## config.mk

```make
export PLATFORM = sky130hd
export DESIGN_NAME = traffic_light_controller
export DESIGN_NICKNAME = d
export VERILOG_FILES = /design/src/rtl/tl_pkg.sv /design/src/rtl/phase_timer.sv /design/src/rtl/traffic_light_controller.sv
export SDC_FILE = /design/constraint.sdc
export NUM_CORES = 1
export LEC_CHECK = 0
export ABC_CLOCK_PERIOD_IN_PS = 2540
export CELL_PAD_IN_SITES_DETAIL_PLACEMENT = 1
export CELL_PAD_IN_SITES_GLOBAL_PLACEMENT = 2
export CORE_MARGIN = 3
export CORE_UTILIZATION = 28
export DETAILED_ROUTE_END_ITERATION = 12
export PLACE_DENSITY_LB_ADDON = 0.1
export SYNTH_ARGS = -nofsm -noshare
export SYNTH_HDL_FRONTEND = slang
export SYNTH_SLANG_ARGS = --single-unit
export TNS_END_PERCENT = 5
```

## constraint.sdc

```tcl
create_clock -name CLK -period 2.54 [get_ports CLK]
set_clock_uncertainty 0.05 [all_clocks]
set_input_delay 0.254 -clock CLK [delete_from_list [all_inputs] [get_ports CLK]]
set_output_delay 0.254 -clock CLK [all_outputs]
set_load 0.02 [all_outputs]
```

## src/rtl/tl_pkg.sv

```systemverilog
// Shared types and default timing for the two-street intersection controller.
package tl_pkg;

   typedef enum logic [1:0] {
      GREEN  = 2'b00,
      YELLOW = 2'b01,
      RED    = 2'b10
   } light_t;

   typedef enum logic [1:0] {
      S0 = 2'd0,
      S1 = 2'd1,
      S2 = 2'd2,
      S3 = 2'd3
   } lstate_t;

   localparam int YELLOW_CYC_DEF = 5;
   localparam int MIN_GREEN_DEF  = 4;
   localparam int TIMER_W_DEF    = 4;

endpackage

```

## src/rtl/phase_timer.sv

```systemverilog
// Cycles-in-phase counter: synchronous clear, saturates at all-ones, async reset.
module phase_timer #(
   parameter int TIMER_W = 4
) (
   input  logic               CLK,
   input  logic               reset,
   input  logic               clear,
   output logic [TIMER_W-1:0] count
);

   always_ff @(posedge CLK or posedge reset) begin
      if (reset)
         count <= '0;
      else if (clear)
         count <= '0;
      else if (count != {TIMER_W{1'b1}})
         count <= count + 1'b1;
   end

endmodule

```

## src/rtl/traffic_light_controller.sv

```systemverilog
// Academic/Bravo light sequencer with parade hold; Moore outputs from the light state,
// phase timing from phase_timer, parade mode registered before it steers the FSM.
module traffic_light_controller
   import tl_pkg::*;
#(
   parameter int YELLOW_CYC = YELLOW_CYC_DEF,
   parameter int MIN_GREEN  = MIN_GREEN_DEF,
   parameter int TIMER_W    = TIMER_W_DEF
) (
   input  logic       CLK,
   input  logic       reset,
   input  logic       TA,
   input  logic       TB,
   input  logic       P,
   input  logic       R,
   output logic [1:0] LA,
   output logic [1:0] LB,
   output logic       M,
   output logic [1:0] phase
);

   localparam logic [TIMER_W-1:0] GMIN_LAST = TIMER_W'(MIN_GREEN - 1);
   localparam logic [TIMER_W-1:0] YEL_LAST  = TIMER_W'(YELLOW_CYC - 1);

   lstate_t            state;
   lstate_t            state_nxt;
   logic [TIMER_W-1:0] timer;
   logic               timer_clr;
   logic               gmin;
   logic               ydone;
   light_t             la;
   light_t             lb;

   // P and R together toggle; otherwise P sets and R clears.
   always_ff @(posedge CLK or posedge reset) begin
      if (reset)
         M <= 1'b0;
      else if (P && R)
         M <= ~M;
      else if (P)
         M <= 1'b1;
      else if (R)
         M <= 1'b0;
   end

   // >= keeps green exits possible once the timer has saturated.
   assign gmin  = (timer >= GMIN_LAST);
   assign ydone = (timer == YEL_LAST);

   always_comb begin
      state_nxt = state;
      case (state)
         S0:      if (gmin && (!TA || M))  state_nxt = S1;
         S1:      if (ydone)               state_nxt = S2;
         S2:      if (gmin && !M && !TB)   state_nxt = S3;
         S3:      if (ydone)               state_nxt = S0;
         default:                          state_nxt = S0;
      endcase
   end

   always_ff @(posedge CLK or posedge reset) begin
      if (reset)
         state <= S0;
      else
         state <= state_nxt;
   end

   assign timer_clr = (state_nxt != state);

   phase_timer #(
      .TIMER_W (TIMER_W)
   ) u_timer (
      .CLK   (CLK),
      .reset (reset),
      .clear (timer_clr),
      .count (timer)
   );

   always_comb begin
      la = RED;
      lb = RED;
      case (state)
         S0:      la = GREEN;
         S1:      la = YELLOW;
         S2:      lb = GREEN;
         S3:      lb = YELLOW;
         default: la = RED;
      endcase
   end

   assign LA    = la;
   assign LB    = lb;
   assign phase = state;

endmodule

```

After elaboration in Yosys (flattened, before gate mapping)
Index checks and enable logic that the tools add are counted.
{"block": "totals", "reg_bits": 7, "input_bits": 6, "output_inout_bits": 7, "elab_cells": 35}
{"block": "classes", "n_addsub": 1, "magnitude_cmp": 1, "eq_ne": 6, "mux": 12, "bitwise_logic": 1, "reduce_logical": 11}
{"operator": "2-bit 2-to-1 mux", "n": 4}
{"operator": "4-bit 2-to-1 mux", "n": 2}
{"operator": "2-bit one-hot mux with 2 select lines", "n": 2}
{"operator": "2-bit one-hot mux with 4 select lines", "n": 1}
{"operator": "4-bit by 1-bit adder with 4-bit output (second input constant)", "n": 1}
{"operator": "2-bit == test (second input constant)", "n": 2}
{"operator": "4-bit by 3-bit == test with 1-bit output (second input constant)", "n": 1}
{"operator": "4-bit by 2-bit >= comparator with 1-bit output (second input constant)", "n": 1}
{"operator": "1-bit logical AND", "n": 4}
{"operator": "4-bit inequality test (second input constant)", "n": 1}
{"operator": "1-bit logical NOT", "n": 3}
{"operator": "1-bit 2-to-1 mux", "n": 3}
{"operator": "3-bit nonzero test", "n": 1}
{"operator": "2-bit by 1-bit == test with 1-bit output (second input constant)", "n": 1}
{"operator": "2-bit logical NOT", "n": 1}
{"operator": "2-bit inequality test", "n": 1}
{"operator": "2-bit nonzero test", "n": 1}
{"operator": "1-bit logical OR", "n": 1}
{"operator": "1-bit NOT", "n": 1}

Logic depth before layout (Yosys ltp)
Gate-level depths: netlist of the first run.
{"block": "depth", "ltp_word": 7, "depth_mapped": 5, "ltp_nobuf": 5}

By module
From an unflattened synthesis of the first run, not the netlist that was laid out.
{"block": "unflattened", "hier_cells": 43, "hier_area_um2": 412.9}
{"module": "phase_timer", "instances": 1, "cells_per_inst": 20, "area_per_inst_um2": 212.7}
{"module": "traffic_light_controller", "instances": 1, "cells_per_inst": 23, "area_per_inst_um2": 200.2}

Least setup slack after synthesis of the first run
OpenSTA, ideal clock, no wires.
{"block": "synth_timing", "path_type": "register -> register", "from": "register u_timer.count[0]", "to": "register state[0] (netlist: phase[0])", "arrival_time_ns": 1.309, "required_time_ns": 2.371, "slack_ns": 1.062, "stages_incl_launch_ff": 5, "path_buffers": 0, "period_less_slack_ns": 1.478, "path_cell_list": "dfrtp_1 > ha_1 > or3_1 > nor3b_1 > o21a_1"}
{"block": "synth_between", "elab_chain_cells": 5, "word_cells_on_any_way": 10}
{"item": "from (decl)", "line_no": "phase_timer.sv:8", "text": "output logic [TIMER_W-1:0] count"}
{"item": "from (signal assigned)", "line_no": "phase_timer.sv:17", "text": "count <= count + 1'b1;"}
{"item": "4-bit by 2-bit >= comparator with 1-bit output", "line_no": "traffic_light_controller.sv:47", "text": "assign gmin = (timer >= GMIN_LAST);"}
{"item": "1-bit logical AND (2 in a row)", "line_no": "traffic_light_controller.sv:55", "text": "S2: if (gmin && !M && !TB) state_nxt = S3;"}
{"item": "2-bit 2-to-1 mux", "line_no": "traffic_light_controller.sv:55"}
{"item": "2-bit one-hot mux with 4 select lines (*)", "line_no": "traffic_light_controller.sv:52", "text": "case (state)"}
{"item": "net state_nxt[0]", "line_no": "traffic_light_controller.sv:26", "text": "lstate_t state_nxt;"}
{"item": "to (signal assigned)", "line_no": "traffic_light_controller.sv:65", "text": "state <= state_nxt;"}
{"item": "to (decl)", "line_no": "traffic_light_controller.sv:25", "text": "lstate_t state;"}
Mark *: on every way through the listed nets, which the timed path passes. The rest lies on a longest branch.
A chain may end at the register's enable or synchronous reset.

Final worst setup path of the first run
{"block": "layout_timing", "from": "register state[1] (netlist: phase[1])", "to": "output port LA[0]"}
{"block": "layout_between", "elab_chain_cells": 2, "word_cells_on_any_way": 3}
{"item": "2-bit by 1-bit == test with 1-bit output or 2-bit logical NOT (tied branches)", "line_no": "traffic_light_controller.sv:82", "text": "case (state)"}
{"item": "2-bit one-hot mux with 2 select lines (*)", "line_no": "traffic_light_controller.sv:82"}
{"item": "to (decl)", "line_no": "traffic_light_controller.sv:16", "text": "output logic [1:0] LA,"}
Mark *: on every way between the ends. The rest lies on a longest branch, timed or not.

==> results of run 1 <==
[layout by cell type (no fill, tap or decap)]
cell type	instances
nor2_1	3
o41ai_1	1
dfrtp_1	7
nor3b_1	1
nand4b_1	1
o21a_1	2
mux2i_1	2
nor3_2	1
xnor2_1	1
and2b_2	1
nor2b_1	1
nor3b_2	1
clkbuf_1	1
a211oi_1	1
clkbuf_4	3
a2111oi_2	2
clkdlybuf4s50_1	12
and3_4	1
inv_1	6
o211ai_1	1
o31ai_1	1
nor3_1	1
or3_1	1
nand2_1	1
and4_1	1
and2_2	1
nand3_1	2
a21oi_1	1
ha_1	2
[registers in the layout (all words and copies together), names as in the netlist]
register and count:
M 1, phase 2, u_timer.count 4
[path summary, 6_finish.rpt]
kind / startpoint / to / slack, ns
worst min register to register: M$_DFFE_PP0P_ / M$_DFFE_PP0P_ / 0.52
worst max register to register: u_timer.count[0]$_DFFE_PP0P_ / phase[0]$_DFF_PP0_ / 0.94
min in group CLK: P / M$_DFFE_PP0P_ / 0.49
worst min-delay path: reset / phase[0]$_DFF_PP0_ / 0.18
worst max-delay path: phase[1]$_DFF_PP0_ / LA[0] / 0.69
max in group asynchronous: reset / u_timer.count[3]$_DFFE_PP0P_ / 2.06
[through the flow]
| step | hold slack [ns] | power (W) | instance area [um^2] | util |
|---|---|---|---|---|
| after floorplan | 0.00740 | 0.000570 | 454 | - |
| after global placement | 0.442 | 0.000746 | 589 | 0.416 |
| after detailed placement | 0.454 | 0.000764 | 589 | 0.416 |
| after CTS | 0.177 | 0.000871 | 616 | 0.435 |
| after global routing | 0.198 | 0.000927 | 616 | 0.435 |
| final | 0.176 | 0.000853 | 616 | 0.435 |
[critical path, stage by stage (launching register included)]
cell and delay, ns:
dfrtp_1 0.46, and2b_2 0.24, clkdlybuf4s50_1 0.59
[logic make-up after synthesis]
kind of cell,share of synthesized area
DFF,0.386
and+or+nand+nor,0.259
buffers and inverters,0.0578
AOI/OAI and AO/OA,0.179
adders and majority gates,0.0551
xor gates and xnor gates,0.0193
muxes,0.0441
[where the power goes]
group	internal (W)	leakage, nW	switching, W
Combinational	0.000250	0.166	0.000246
Sequential	0.000166	0.0809	0.0000913
Clock	0.0000598	0.0150	0.0000396
Total	0.000476	0.262	0.000377
[area by class of cell]
type,count,share of cell area
Multi-Input combinational cell,31,0.411
Sequential cell,7,0.285
Timing Repair Buffer,12,0.195
Clock buffer,4,0.0427
Inverter,6,0.0366
Tap cell,15,0.0305
[per-layer routing]
metal / vias up / share of wire
li1: 191 / -
met5: - / 0
met4: 0 / 0.016
met1: 194 / 0.42
met2: 11 / 0.51
met3: 2 / 0.048
==> results.toml, run 1 <==
[cts]
clk_pin_slew_ns = 0.05
cts_max_level = 1
clock_latency_ns = 0.25
post_cts_buffers = 0
clockRootBuffer = "clkbuf_4"
cts.sinks = 7
holdBufCountCts = 0
cts_resized = 0
cts_buffers = 3
clockBufferDepth = 2
cts_tree = "yes"

[global_route]
grt_overflow = 0
grt_max_degree = 10
grt_pass1_vias = 452
grt_pass1_wl_um = 1890
grt_util_met1 = 0.149
busiest_layer = "met2"
met3_usage = 0.0156
antenna_found_initial = 0
gr-usage-all-layers = 0.125
grt_util_met2 = 0.214

[logic_synthesis]
ys_seq_area_frac = 0.386
avgSynthCellArea_um2 = 10.1
synth_cell_types = 27
synthArstFlopShare = 1.00
synth.area.top_cells = "dfrtp_1 39%, a2111oi_2 6.6%, ha_1 5.5%"
syn_area_um2 = 454
synth_edf_count = 0
yosys_warnings = 0
syn_inst = 45
synth_seq_cells = 7
synth_flop_cell = "dfrtp_1"
synth_nets = 53
yosys.area.top_type = "dfrtp_1"
yosysMostFrequentCell = "dfrtp_1"
synthTopCellsByCount = "7 x dfrtp_1, 6 x inv_1, 3 x nor2_1"
synth_top_area_share = 0.386

[timing]
rsz0062_at_grt = "false"
tns_ns = 0
fin_crit_sh = 0.728
final-max-slew-violation-count = 0
finalHoldViolCount = 0
max_freq_mhz = 541
period_needed_ns = 1.85
max_slew_margin = 0.721
worst_slack_ns = 0.690
worst_pin_slew_ns = 0.417
setup_violations = 0

[critical_path]
cp-start-kind = "flip-flop"
crit_fanout = 8
cp-end-kind = "output pin"
reg2reg_depth = 4
cp.arrival_ns = 1.55
cp.required_ns = 2.24
path_class = "reg -> out"

[detailed_routing]
final_antenna_net_count = 0
wl_per_cell_um = 14.3
dr_total_vias = 398
drc = 0
viasPerCell = 5.31
first_pass_iters = 2
drt_iter0_markers = 6
drt-total-wl_um = 1070

[layout]
syn2layout_area_growth_pct = 35.5
antenna_cells = 0
nFillCells = 168
regArea_um2 = 175
fin_nets = 69
drive_gt1_frac = 0.167
fin_cells = 75
multi_input_area_um2 = 253

[power]
vdd_ir_drop_max_uv = 523
powerDensity_nw_per_um2 = 1390
leakagePower_nw = 0.262

[floorplan]
io_pins = 13
fp.dieArea_um2 = 2140
initial_core_util = 0.321
core_um2 = 1420
dieWidth_um = 46.3
dieHeight_um = 46.3
rows = 13

[placed_design]
gp_routability_congestion = 0.851
dp_cells = 71
numPortBuffers = 12
post-place-ws_ns = 0.940
dp_hpwl_um = 887

[job]
maxCapViolations = 0

[worst_hold_path]
hp-class = "in -> async"

[outcome]
status = "complete, no violations"
Power figures use the tool's default switching activity.
==> run 2: changes to the inputs <==
--- a/config.mk
+++ b/config.mk
@@ -5,11 +5,11 @@
 export SDC_FILE = /design/constraint.sdc
 export NUM_CORES = 1
 export LEC_CHECK = 0
-export ABC_CLOCK_PERIOD_IN_PS = 2540
+export ABC_CLOCK_PERIOD_IN_PS = 1900
 export CELL_PAD_IN_SITES_DETAIL_PLACEMENT = 1
 export CELL_PAD_IN_SITES_GLOBAL_PLACEMENT = 2
 export CORE_MARGIN = 3
-export CORE_UTILIZATION = 28
+export CORE_UTILIZATION = 26
 export DETAILED_ROUTE_END_ITERATION = 12
 export PLACE_DENSITY_LB_ADDON = 0.1
 export SYNTH_ARGS = -nofsm -noshare
==> constraint.sdc (replaced) <==
create_clock -name CLK -period 1.9 [get_ports CLK]
set_clock_uncertainty 0.05 [all_clocks]
set_input_delay 0.19 -clock CLK [delete_from_list [all_inputs] [get_ports CLK]]
set_output_delay 0.19 -clock CLK [all_outputs]
set_load 0.02 [all_outputs]
==> results.toml, run 2 (synthesis gave the netlist of run 1 again) <==
[layout]
largest_register = "u_timer.count"
fin_util = 0.396
antenna_cells = 0
fin_cells = 77
drive_gt1_frac = 0.180
syn2layout_area_growth_pct = 37.5
mostFrequentLayoutCell = "clkdlybuf4s50_1"
largest_reg_flops = 4
fin_nets = 70
most-common-layout-cells = "12 x clkdlybuf4s50_1, 7 x dfrtp_1, 6 x inv_1"

[cts]
clk_pin_slew_ns = 0.05
cts_max_level = 1
clockBufferDepth = 2
clockRootBuffer = "clkbuf_4"
cts_tree = "yes"
clock_latency_ns = 0.24
cts.sinks = 7
holdBufCountCts = 0
cts_resized = 0
cts_buffers = 3
post_cts_buffers = 0

[critical_path]
cp.arrival_ns = 1.54
cp.required_ns = 1.66
slowest_stage = "clkdlybuf4s50_1"
path_class = "reg -> out"
cp-end-kind = "output pin"
crit_chain = "and2_2 > clkdlybuf4s50_1"
crit_fanout = 9
max_stage_delay_ns = 0.60
cp-start-kind = "flip-flop"

[floorplan]
fp.dieArea_um2 = 2280
rows = 14
core_um2 = 1580
initial_core_util = 0.288
dieHeight_um = 47.8
io_pins = 13
dieWidth_um = 47.8

[global_route]
met3_usage = 0.0113
grt_util_met1 = 0.162
grt_pass1_wl_um = 1900
grt_util_met2 = 0.190
busiest_layer = "met2"
grt_max_degree = 10
grt_pass1_vias = 416
grt_overflow = 0
gr-usage-all-layers = 0.123
antenna_found_initial = 0

[detailed_routing]
wl_per_cell_um = 14.8
dr_total_vias = 396
drc = 0
viasPerCell = 5.14
drt_iter0_markers = 4
final_antenna_net_count = 0
drt-total-wl_um = 1140
first_pass_iters = 3

[placed_design]
gp_routability_congestion = 0.860
dp_cells = 73
dp_hpwl_um = 924
numPortBuffers = 12

[power]
leakagePower_nw = 0.267
powerDensity_nw_per_um2 = 1860
vdd_ir_drop_max_uv = 723

[timing]
finalHoldViolCount = 0
worst_pin_slew_ns = 0.405
rsz0062_at_grt = "false"
setup_violations = 0
tns_ns = 0
max_slew_margin = 0.728
whs_ns = 0.116
fin_crit_sh = 0.939
final-max-slew-violation-count = 0
max_freq_mhz = 561
period_needed_ns = 1.78

[outcome]
status = "complete, no violations"

[job]
maxCapViolations = 0

[worst_hold_path]
hp-class = "in -> async"
==> run 2: area by class of cell <==
type | count | area, um^2
timing repair buffer | 13 | 128
fill | 179 | 952
inverter | 6 | 22.5
clock buffer | 4 | 26.3
sequential | 7 | 175
tap | 16 | 20.0
multi-input combinational | 31 | 253
==> run 2: final timing paths <==
check | from | to | slack [ns] | cells past startpoint
min in group CLK | P | M$_DFFE_PP0P_ | 0.43 | 3
max in group asynchronous | reset | u_timer.count[1]$_DFFE_PP0P_ | 1.48 | 2
hold reg to reg | M$_DFFE_PP0P_ | M$_DFFE_PP0P_ | 0.50 | 1
hold / removal | reset | phase[0]$_DFF_PP0_ | 0.12 | 2
setup reg to reg | u_timer.count[0]$_DFFE_PP0P_ | phase[0]$_DFF_PP0_ | 0.40 | 4
setup / recovery | phase[0]$_DFF_PP0_ | LB[0] | 0.12 | 2
==> run 2: layer usage <==
layer  share of wire  vias up  routed length (um)
li1                -      195                   -
met1            0.44      195                 501
met2            0.54        4                 609
met3           0.018        2                  20
met4          0.0044        0                   5
met5               0        -                   0
==> run 2: critical path: cells and delay by family, from the launching register on <==
family,cells,cell delay (ns)
buffers and inverters,1,0.60
and+or+nand+nor,1,0.20
DFF,1,0.50
==> run 2: per-stage QoR <==
step                      total power (W)  cell area, um^2  setup WS [ns]
after floorplan                  0.000762              454          0.422
after global placement            0.00101              598          0.371
after detailed placement          0.00105              598          0.345
after CTS                         0.00118              624         0.0933
after global routing              0.00127              624         0.0415
final                             0.00116              624          0.116
==> run 2: report_power, final <==
group          internal (W)  switching, W
Clock             0.0000797     0.0000489
Sequential         0.000221      0.000128
Combinational      0.000346      0.000336
Total              0.000647      0.000513
==> run 3: changes to the inputs <==
--- a/config.mk
+++ b/config.mk
@@ -9,10 +9,11 @@
 export CELL_PAD_IN_SITES_DETAIL_PLACEMENT = 1
 export CELL_PAD_IN_SITES_GLOBAL_PLACEMENT = 2
 export CORE_MARGIN = 3
-export CORE_UTILIZATION = 26
+export CORE_UTILIZATION = 25
 export DETAILED_ROUTE_END_ITERATION = 12
 export PLACE_DENSITY_LB_ADDON = 0.1
 export SYNTH_ARGS = -nofsm -noshare
 export SYNTH_HDL_FRONTEND = slang
+export SYNTH_HIERARCHICAL = 1
 export SYNTH_SLANG_ARGS = --single-unit
 export TNS_END_PERCENT = 5
==> results.toml, run 3 <==
[outcome]
status = "complete, no violations"

[logic_synthesis]
synth_flop_cell = "dfrtp_1"
synthArstFlopShare = 1.00
synth_seq_cells = 7
synth_top_area_share = 0.424
yosys_warnings = 6
syn_inst = 43
yosys.area.top_type = "dfrtp_1"
avgSynthCellArea_um2 = 9.60
synth_edf_count = 0
ys_seq_area_frac = 0.424
synth_nets = 50
synth_cell_types = 25
synth.area.top_cells = "dfrtp_1 42%, mux2i_1 4.8%, inv_1 4.5%"
synthTopCellsByCount = "7 x dfrtp_1, 5 x inv_1, 3 x a21oi_1, 3 x nand2b_1, 3 x nor2_1"
syn_area_um2 = 413
yosysMostFrequentCell = "dfrtp_1"

[critical_path]
cp-start-kind = "flip-flop"
crit_buf_inv = 2
r2r-end = "u_timer/count[1]$_DFFE_PP0P_"
crit_chain = "inv_1 > nor2_1 > clkdlybuf4s50_1"
path_class = "reg -> out"
cp.arrival_ns = 1.49
r2r_slack_ns = 0.33
slowest_stage = "clkdlybuf4s50_1"
crit_cells = 3
timing.rr.start = "M$_DFFE_PP0P_"
crit_fanout = 6
max_stage_delay_ns = 0.60
cp_top_family = "buffers and inverters"
reg2reg_depth = 5
cp-end-kind = "output pin"
cp.required_ns = 1.66

[detailed_routing]
drt-total-wl_um = 993
drc = 0
first_pass_iters = 4
dr_total_vias = 389
wl_per_cell_um = 13.4
final_antenna_net_count = 0
viasPerCell = 5.26
drt_iter0_markers = 7

[global_route]
antenna_found_initial = 0
grt_overflow = 0
gr-usage-all-layers = 0.114
grt_pass1_wl_um = 1750
grt_max_degree = 12
grt_pass1_vias = 406

[layout]
fin_nets = 66
mostFrequentLayoutCell = "clkdlybuf4s50_1"
drive_gt1_frac = 0.0690
largest_register = "u_timer/count"
largest_reg_flops = 4
most-common-layout-cells = "12 x clkdlybuf4s50_1, 7 x dfrtp_1, 5 x inv_1"
antenna_cells = 0
syn2layout_area_growth_pct = 39.4

[timing]
setup_violations = 0
max_freq_mhz = 578
finalHoldViolCount = 0
rsz0062_at_grt = "false"
fin_crit_sh = 0.910
worst_pin_slew_ns = 0.306
whs_ns = 0.0955
max_slew_margin = 0.796
final-max-slew-violation-count = 0
tns_ns = 0
period_needed_ns = 1.73

[floorplan]
fp.dieArea_um2 = 2180
io_pins = 13
initial_core_util = 0.271
rows = 14
core_um2 = 1520
dieHeight_um = 46.6
dieWidth_um = 46.6

[cts]
cts_resized = 0
post_cts_buffers = 0
cts_buffers = 3
cts_max_level = 1
holdBufCountCts = 0
cts_tree = "yes"
clockBufferDepth = 2
clockRootBuffer = "clkbuf_4"
clk_pin_slew_ns = 0.05
cts.sinks = 7
clock_latency_ns = 0.24

[power]
p_int_w = 0.000569
switching_power_w = 0.000442
leakagePower_nw = 0.269
pwr-share-seq = 0.335
vdd_ir_drop_max_uv = 665
p_sw_frac = 0.437
clockPowerShare = 0.129
powerDensity_nw_per_um2 = 1760
combPwrFrac = 0.536

[placed_design]
numPortBuffers = 12
gp_routability_congestion = 0.714
dp_hpwl_um = 797

[job]
maxCapViolations = 0

[worst_hold_path]
hp-class = "in -> async"
-- run 3: cell type report --
cell class              count  area [um^2]
flip-flops and latches      7          175
repair buffers             12          120
inverters                   5         18.8
fillers                   178          948
clock buffers               4         26.3
well taps                  16         20.0
multi-input cells          30          215
-- run 3: layer usage --
metal  up-vias  part of all wire  track usage
li1        185                 -            -
met1       196              0.48        0.156
met2         6              0.49        0.162
met3         2             0.022       0.0234
met4         0            0.0040       0.0663
met5         -                 0            0
-- run 3: power by group through the flow --
stage	clock network, W	logic, W	registers (W)
floorplan	0	0.000328	0.000331
global placement	0	0.000521	0.000331
detailed placement	0	0.000542	0.000341
CTS	0.000138	0.000546	0.000337
global route	0.000151	0.000602	0.000355
finish	0.000131	0.000542	0.000339
-- run 3: worst max path at each step --
stage	slack (ns)	to	from
finish	0.17	LB[0]	phase[1]$_DFF_PP0_
global placement	0.22	u_timer/count[1]$_DFFE_PP0P_	TA
CTS	0.15	LB[0]	phase[1]$_DFF_PP0_
global route	0.05	LB[0]	phase[1]$_DFF_PP0_
detailed placement	0.14	u_timer/count[1]$_DFFE_PP0P_	TA
floorplan	0.41	u_timer/count[1]$_DFFE_PP0P_	M$_DFFE_PP0P_
-- run 3: kinds of logic (layout without fill, tap and decap cells) --
| kind of cell | Yosys count | count (layout) | share of synthesized area |
|---|---|---|---|
| simple gates | 15 | 15 | 0.224 |
| compound gates | 11 | 11 | 0.197 |
| flops | 7 | 7 | 0.424 |
| buf+inv | 6 | 21 | 0.0545 |
| mux | 2 | 2 | 0.0485 |
| fa+ha+maj | 1 | 1 | 0.0303 |
| xor+xnor | 1 | 1 | 0.0212 |
-- run 3: through the flow --
stage,utilization,setup WS (ns),total power [W],std cells,area [um^2]
final,0.378,0.170,0.00101,74,576
after global routing,0.378,0.0492,0.00111,74,576
after detailed placement,0.360,0.141,0.000882,70,549
after CTS,0.378,0.154,0.00102,74,576
after floorplan,-,0.414,0.000659,43,413
after global placement,0.360,0.222,0.000851,70,549
